===== src/rtl/cpu_types_pkg.sv =====
// rtl/cpu_types_pkg.sv - shared CPU types: word, opcode and fetch FSM state
package cpu_types_pkg;

  typedef logic [31:0] word_t;

  typedef enum logic [5:0] {
    RTYPE = 6'b000000,
    J     = 6'b000010,
    JAL   = 6'b000011,
    BEQ   = 6'b000100,
    BNE   = 6'b000101,
    ADDI  = 6'b001000,
    HALT  = 6'b111111
  } opcode_t;

  typedef enum logic [1:0] {
    FETCH  = 2'd0,
    PEND   = 2'd1,
    HALTED = 2'd2
  } fetch_state_t;

endpackage


===== src/rtl/if_id_reg.sv =====
// rtl/if_id_reg.sv - IF/ID pipeline latch; flush wins over load, otherwise holds
module if_id_reg
  import cpu_types_pkg::*;
(
  input  logic  CLK,
  input  logic  RST,
  input  logic  load,
  input  logic  flush,
  input  word_t instr_in,
  input  word_t npc_in,
  output word_t instr,
  output word_t npc,
  output logic  valid
);

  word_t instr_q, instr_d;
  word_t npc_q, npc_d;
  logic  valid_q, valid_d;

  always_comb begin
    instr_d = instr_q;
    npc_d   = npc_q;
    valid_d = valid_q;
    if (flush) begin
      instr_d = '0;
      npc_d   = '0;
      valid_d = 1'b0;
    end else if (load) begin
      instr_d = instr_in;
      npc_d   = npc_in;
      valid_d = 1'b1;
    end
  end

  always_ff @(posedge CLK) begin
    if (RST) begin
      instr_q <= '0;
      npc_q   <= '0;
      valid_q <= 1'b0;
    end else begin
      instr_q <= instr_d;
      npc_q   <= npc_d;
      valid_q <= valid_d;
    end
  end

  assign instr = instr_q;
  assign npc   = npc_q;
  assign valid = valid_q;

endmodule


===== src/rtl/fetch_unit.sv =====
// rtl/fetch_unit.sv - IF stage: owns the PC, drives imem requests, loads IF/ID
module fetch_unit
  import cpu_types_pkg::*;
#(
  parameter word_t PC_INIT = 32'h0
) (
  input  logic  CLK,
  input  logic  RST,
  input  logic  ihit,
  input  word_t iload,
  input  logic  hazard,
  input  logic  branch,
  input  logic  jump,
  input  word_t branch_target,
  input  word_t jump_target,
  output logic  imemREN,
  output word_t imemaddr,
  output word_t if_instr,
  output word_t if_npc,
  output logic  if_valid,
  output logic  halted
);

  fetch_state_t state_q, state_d;
  word_t        pc_q, pc_d;
  word_t        pend_pc_q, pend_pc_d;
  logic         ifid_load, ifid_flush;
  word_t        pc_plus4;
  word_t        target;
  logic         redirect;
  logic         halt_seen;

  assign pc_plus4  = pc_q + 32'd4;
  assign target    = jump ? jump_target : branch_target;
  assign redirect  = (branch | jump) & ~hazard & (state_q == FETCH);
  assign halt_seen = if_valid & (if_instr[31:26] == HALT) & ~hazard;

  always_comb begin
    state_d    = state_q;
    pc_d       = pc_q;
    pend_pc_d  = pend_pc_q;
    ifid_load  = 1'b0;
    ifid_flush = 1'b0;
    unique case (state_q)
      FETCH: begin
        if (halt_seen) begin
          state_d = HALTED;
        end else if (redirect) begin
          ifid_flush = 1'b1;
          if (ihit) begin
            pc_d = target;
          end else begin
            // Keep imemaddr stable until the outstanding fetch returns.
            pend_pc_d = target;
            state_d   = PEND;
          end
        end else if (!hazard) begin
          if (ihit) begin
            pc_d      = pc_plus4;
            ifid_load = 1'b1;
          end else begin
            ifid_flush = 1'b1;
          end
        end
      end
      PEND: begin
        ifid_flush = 1'b1;
        if (ihit) begin
          pc_d    = pend_pc_q;
          state_d = FETCH;
        end
      end
      HALTED: begin
        state_d = HALTED;
      end
      default: begin
        state_d = FETCH;
      end
    endcase
  end

  always_ff @(posedge CLK) begin
    if (RST) begin
      state_q   <= FETCH;
      pc_q      <= PC_INIT;
      pend_pc_q <= '0;
    end else begin
      state_q   <= state_d;
      pc_q      <= pc_d;
      pend_pc_q <= pend_pc_d;
    end
  end

  if_id_reg u_if_id (
    .CLK      (CLK),
    .RST      (RST),
    .load     (ifid_load),
    .flush    (ifid_flush),
    .instr_in (iload),
    .npc_in   (pc_plus4),
    .instr    (if_instr),
    .npc      (if_npc),
    .valid    (if_valid)
  );

  assign imemREN  = (state_q != HALTED);
  assign imemaddr = pc_q;
  assign halted   = (state_q == HALTED);

endmodule

===== config.mk =====
export PLATFORM = sky130hd
export DESIGN_NAME = fetch_unit
export DESIGN_NICKNAME = d
export VERILOG_FILES = /design/src/rtl/cpu_types_pkg.sv /design/src/rtl/if_id_reg.sv /design/src/rtl/fetch_unit.sv
export SDC_FILE = /design/constraint.sdc
export NUM_CORES = 1
export LEC_CHECK = 0
export ABC_AREA = 0
export CORE_MARGIN = 10
export CORE_UTILIZATION = 42
export DETAILED_ROUTE_END_ITERATION = 10
export PLACE_DENSITY = 0.88
export SYNTH_ARGS = -nofsm -noshare
export SYNTH_HDL_FRONTEND = slang
export SYNTH_SLANG_ARGS = --single-unit

===== constraint.sdc =====
create_clock -name CLK -period 2 [get_ports CLK]
set_clock_uncertainty 0.15 [all_clocks]
set_input_delay 0.4 -clock CLK [delete_from_list [all_inputs] [get_ports CLK]]
set_output_delay 0.4 -clock CLK [all_outputs]
set_load 0.1 [all_outputs]

==> summary.txt <==
Status: finished with violations
Failing checks: design-rule violations, negative setup slack
Clock Tree Root: clkbuf_16
Top cells by area, synth: dfxtp_1 (42%), a211oi_1 (8.6%), nand2_1 (6.4%), mux2i_1 (6.2%), nor2_1 (6.0%)
Final wirelength: 40700 um
First-pass GRT wire length: 49100 um
Gr usage total: 30.9%
Synthesis Warnings: 0
Fill count: 581
Initial antenna violation count: 1
CTS Hold Bufs: 0
Seq cells post-synth: 131
Cell-internal power: 0.00598 W
Worst min-delay path class: in2reg
Peak supply drop: 0.740 mV
Pwr per Cell Area: 757 nW/um2
Synth area leader: dfxtp_1
Net Sw Frac: 34.9%
Family with the most delay on the worst path: simple AND/OR/NAND/NOR gates
Final #Nets: 1167
Largest net degree at the start of global routing: 43
Via density: 7.15
Clock Sinks: 131
Switching pwr: 0.00321 W
Average wire per standard cell: 32.2 um
Fmax achieved: 381 MHz
Max Slew Vio Count: 0
Initial core utilization: 43.0%
Fin Hold WS: 0.253 ns
PortBufs: 200
Req. time, crit path: 2.11 ns
Crit path cell chain: clkdlybuf4s50_1, or2_4, and2_4, buf_12, a21oi_1, a221oi_4, nor3_1
Comb pwr share: 29.4%
Total grt overflow: 0
Final worst-path cycle share: 131%
Relative slew margins: 24.2%
Vias in the first global route: 8059
Max-Cap Viols: 0
RD Place Congestion: 0.912
Final Hold Vio Count: 0
TritonCTS clock tree: yes
Setup violators final: 94
Synth Instances: 767
RSZ-0062 raised after global routing: true
Drt initial violations: 2227
Layout cells sized above 1: 40.9%
Crit path max fanout: 21
Slew @ Worst Pin: 1.13 ns
Synthesized area: 6280 um2
ANT nets after route: 0
Sequential share of the synthesized area: 41.8%
Nature of the critical path endpoint: flip-flop
Worst Path Arrival: 2.73 ns
Worst setup path class: in2reg
Slowest CP cell: nor3_1
1st-pass router iterations: 11
Seq pwr share: 31.6%
Fin crit period: 2.62 ns
Worst path max stage delay: 0.72 ns
Area share of the largest cell type after synthesis: 41.8%
Setup ws final: -0.623 ns
Die width: 142 um
Via count: 9019
Buf/Inv on CP: 2
Max Buffers Root-to-Sink: 2
LEAKAGE: 4.62 nW
# DRC: 2
DP Wirelength: 18400 um
Synthesized area per cell: 8.18 um2
Die footprint: 20200 um2
Number of primary I/O pins: 201
Distinct cell type count after synthesis: 55
Clock Pin Slew Worst Setup and Hold Paths: 0.07 ns
Syn-to-layout area delta: 93.5%
Worst skew pair latency: 0.45 ns
Vert. Die Dim: 142 um
Core area: 14600 um2
FP Rows: 44
CP startpoint kind: input port
Synthesized Nets: 870
H-tree depth: 4
Clk pwr share: 39.0%
Total chip power: 0.00920 W
CTS Buf Count: 17
## power groups by stage
stage,Clock (W),Combinational (W),Sequential (W)
global placement,0,0.00213,0.00289
floorplan,0,0.000618,0.00349
detailed placement,0,0.00218,0.00291
global route,0.00361,0.00273,0.00290
finish,0.00358,0.00271,0.00290
CTS,0.00341,0.00228,0.00286
## metal layers
metal	vias to the layer above	GRT usage, %	share of wire [%]
met5	-	0	0.18
met4	4	20.2	11
met3	480	12.6	16
met2	1193	47.5	41
met1	4025	34.8	32
li1	3317	-	-
## cell families (layout without fill, tap and decap cells)
kind of cell	Yosys count	in the layout	share of synthesized area [%]
and+or+nand+nor	293	293	21.6
AOI/OAI and AO/OA	204	204	21.3
DFF	131	131	41.8
buffers and inverters	72	382	5.04
muxes	39	39	6.22
xor gates and xnor gates	27	27	3.77
adders and majority gates	1	1	0.199
other	0	1	0
## worst reg2reg max path: stages, from the launching register on
cell,delay [ns]
dfxtp_4,0.36
and3_4,0.25
buf_6,0.14
nand4_1,0.19
xor2_2,0.24
nand2_1,0.20
a221oi_4,0.12
nor3_1,0.72
## flip-flops by register name, summed over array words and instances (netlist names)
register	cells
u_if_id.npc	32
pend_pc_q	32
imemaddr	32
state_q	2
u_if_id.valid	1
u_if_id.instr	32
## what timing repair did
action	in CTS	in global routing
gates resized for setup	47	131
pin swaps	18	45
hold endpoints to repair	0	0
gates cloned	0	7
buffers inserted	8	34
setup endpoints to repair	86	102
## placed cells by master, fill, tap and decap left out, types with 10 or more instances in the layout
cell               n
a211oi_2          28
mux2i_1           39
buf_4            100
o21ai_0           18
a21oi_1           57
nor2_1            92
dfxtp_1           95
buf_12           110
clkbuf_16         24
nand2_1          100
nor3_4            11
dfxtp_4           35
clkdlybuf4s50_1   98
nand3_1           10
buf_6             23
a211oi_1          45
## area by class of cell
class	instances	area (um2)	share of cell area [%]
tap	184	230	1.90
timing repair buffer	342	4390	36.1
clock buffer	26	532	4.38
multi-input combinational	564	4090	33.7
clock inverter	6	113	0.927
antenna	1	2.50	0.0206
inverter	8	33.8	0.278
sequential	131	2760	22.7
## path summary, 6_finish.rpt
| check | start | endpoint | slack [ns] | depth (start not counted) |
|---|---|---|---|---|
| worst min-delay path | RST | imemaddr[25] | 0.25 | 2 |
| worst min register to register | u_if_id.instr[15] | u_if_id.instr[15] | 0.34 | 2 |
| worst max register to register | imemaddr[5] | imemaddr[13] | -0.56 | 7 |
| worst max-delay path | branch | imemaddr[13] | -0.62 | 7 |
## per-stage QoR
stage	setup slack [ns]	utilization (%)	area [um2]	std cells	TNS [ns]
2_1_floorplan	-0.215	-	6530	767	-2.19
3_3_place_gp	-0.296	70.2	10200	1181	-28.92
3_5_place_dp	-0.407	70.2	10200	1181	-37.05
4_1_cts	-0.124	76.5	11200	1220	-0.924
5_1_grt	-0.562	83.2	12100	1261	-12.28
6_report	-0.623	83.2	12100	1262	-11.25
## synth_stat cells, drive strengths merged
| library cell | instances |
|---|---|
| a211o | 1 |
| a211oi | 74 |
| a21bo | 2 |
| a21boi | 2 |
| a21oi | 66 |
| a221oi | 5 |
| a22oi | 3 |
| a311o | 3 |
| a311oi | 7 |
| a31oi | 4 |
| and2 | 5 |
| and3 | 9 |
| and4b | 1 |
| buf | 33 |
| clkbuf | 31 |
| dfxtp | 131 |
| ha | 1 |
| inv | 8 |
| mux2i | 39 |
| nand2 | 107 |
| nand2b | 3 |
| nand3 | 16 |
| nand3b | 1 |
| nand4 | 11 |
| nand4b | 1 |
| nor2 | 103 |
| nor2b | 3 |
| nor3 | 20 |
| nor3b | 2 |
| nor4 | 3 |
| o211ai | 4 |
| o21a | 1 |
| o21ai | 28 |
| o21bai | 1 |
| o221a | 1 |
| o221ai | 1 |
| o31a | 1 |
| or2 | 2 |
| or3 | 3 |
| or4 | 3 |
| xnor2 | 15 |
| xor2 | 12 |
Note: power is estimated with default switching activity, not from simulation.
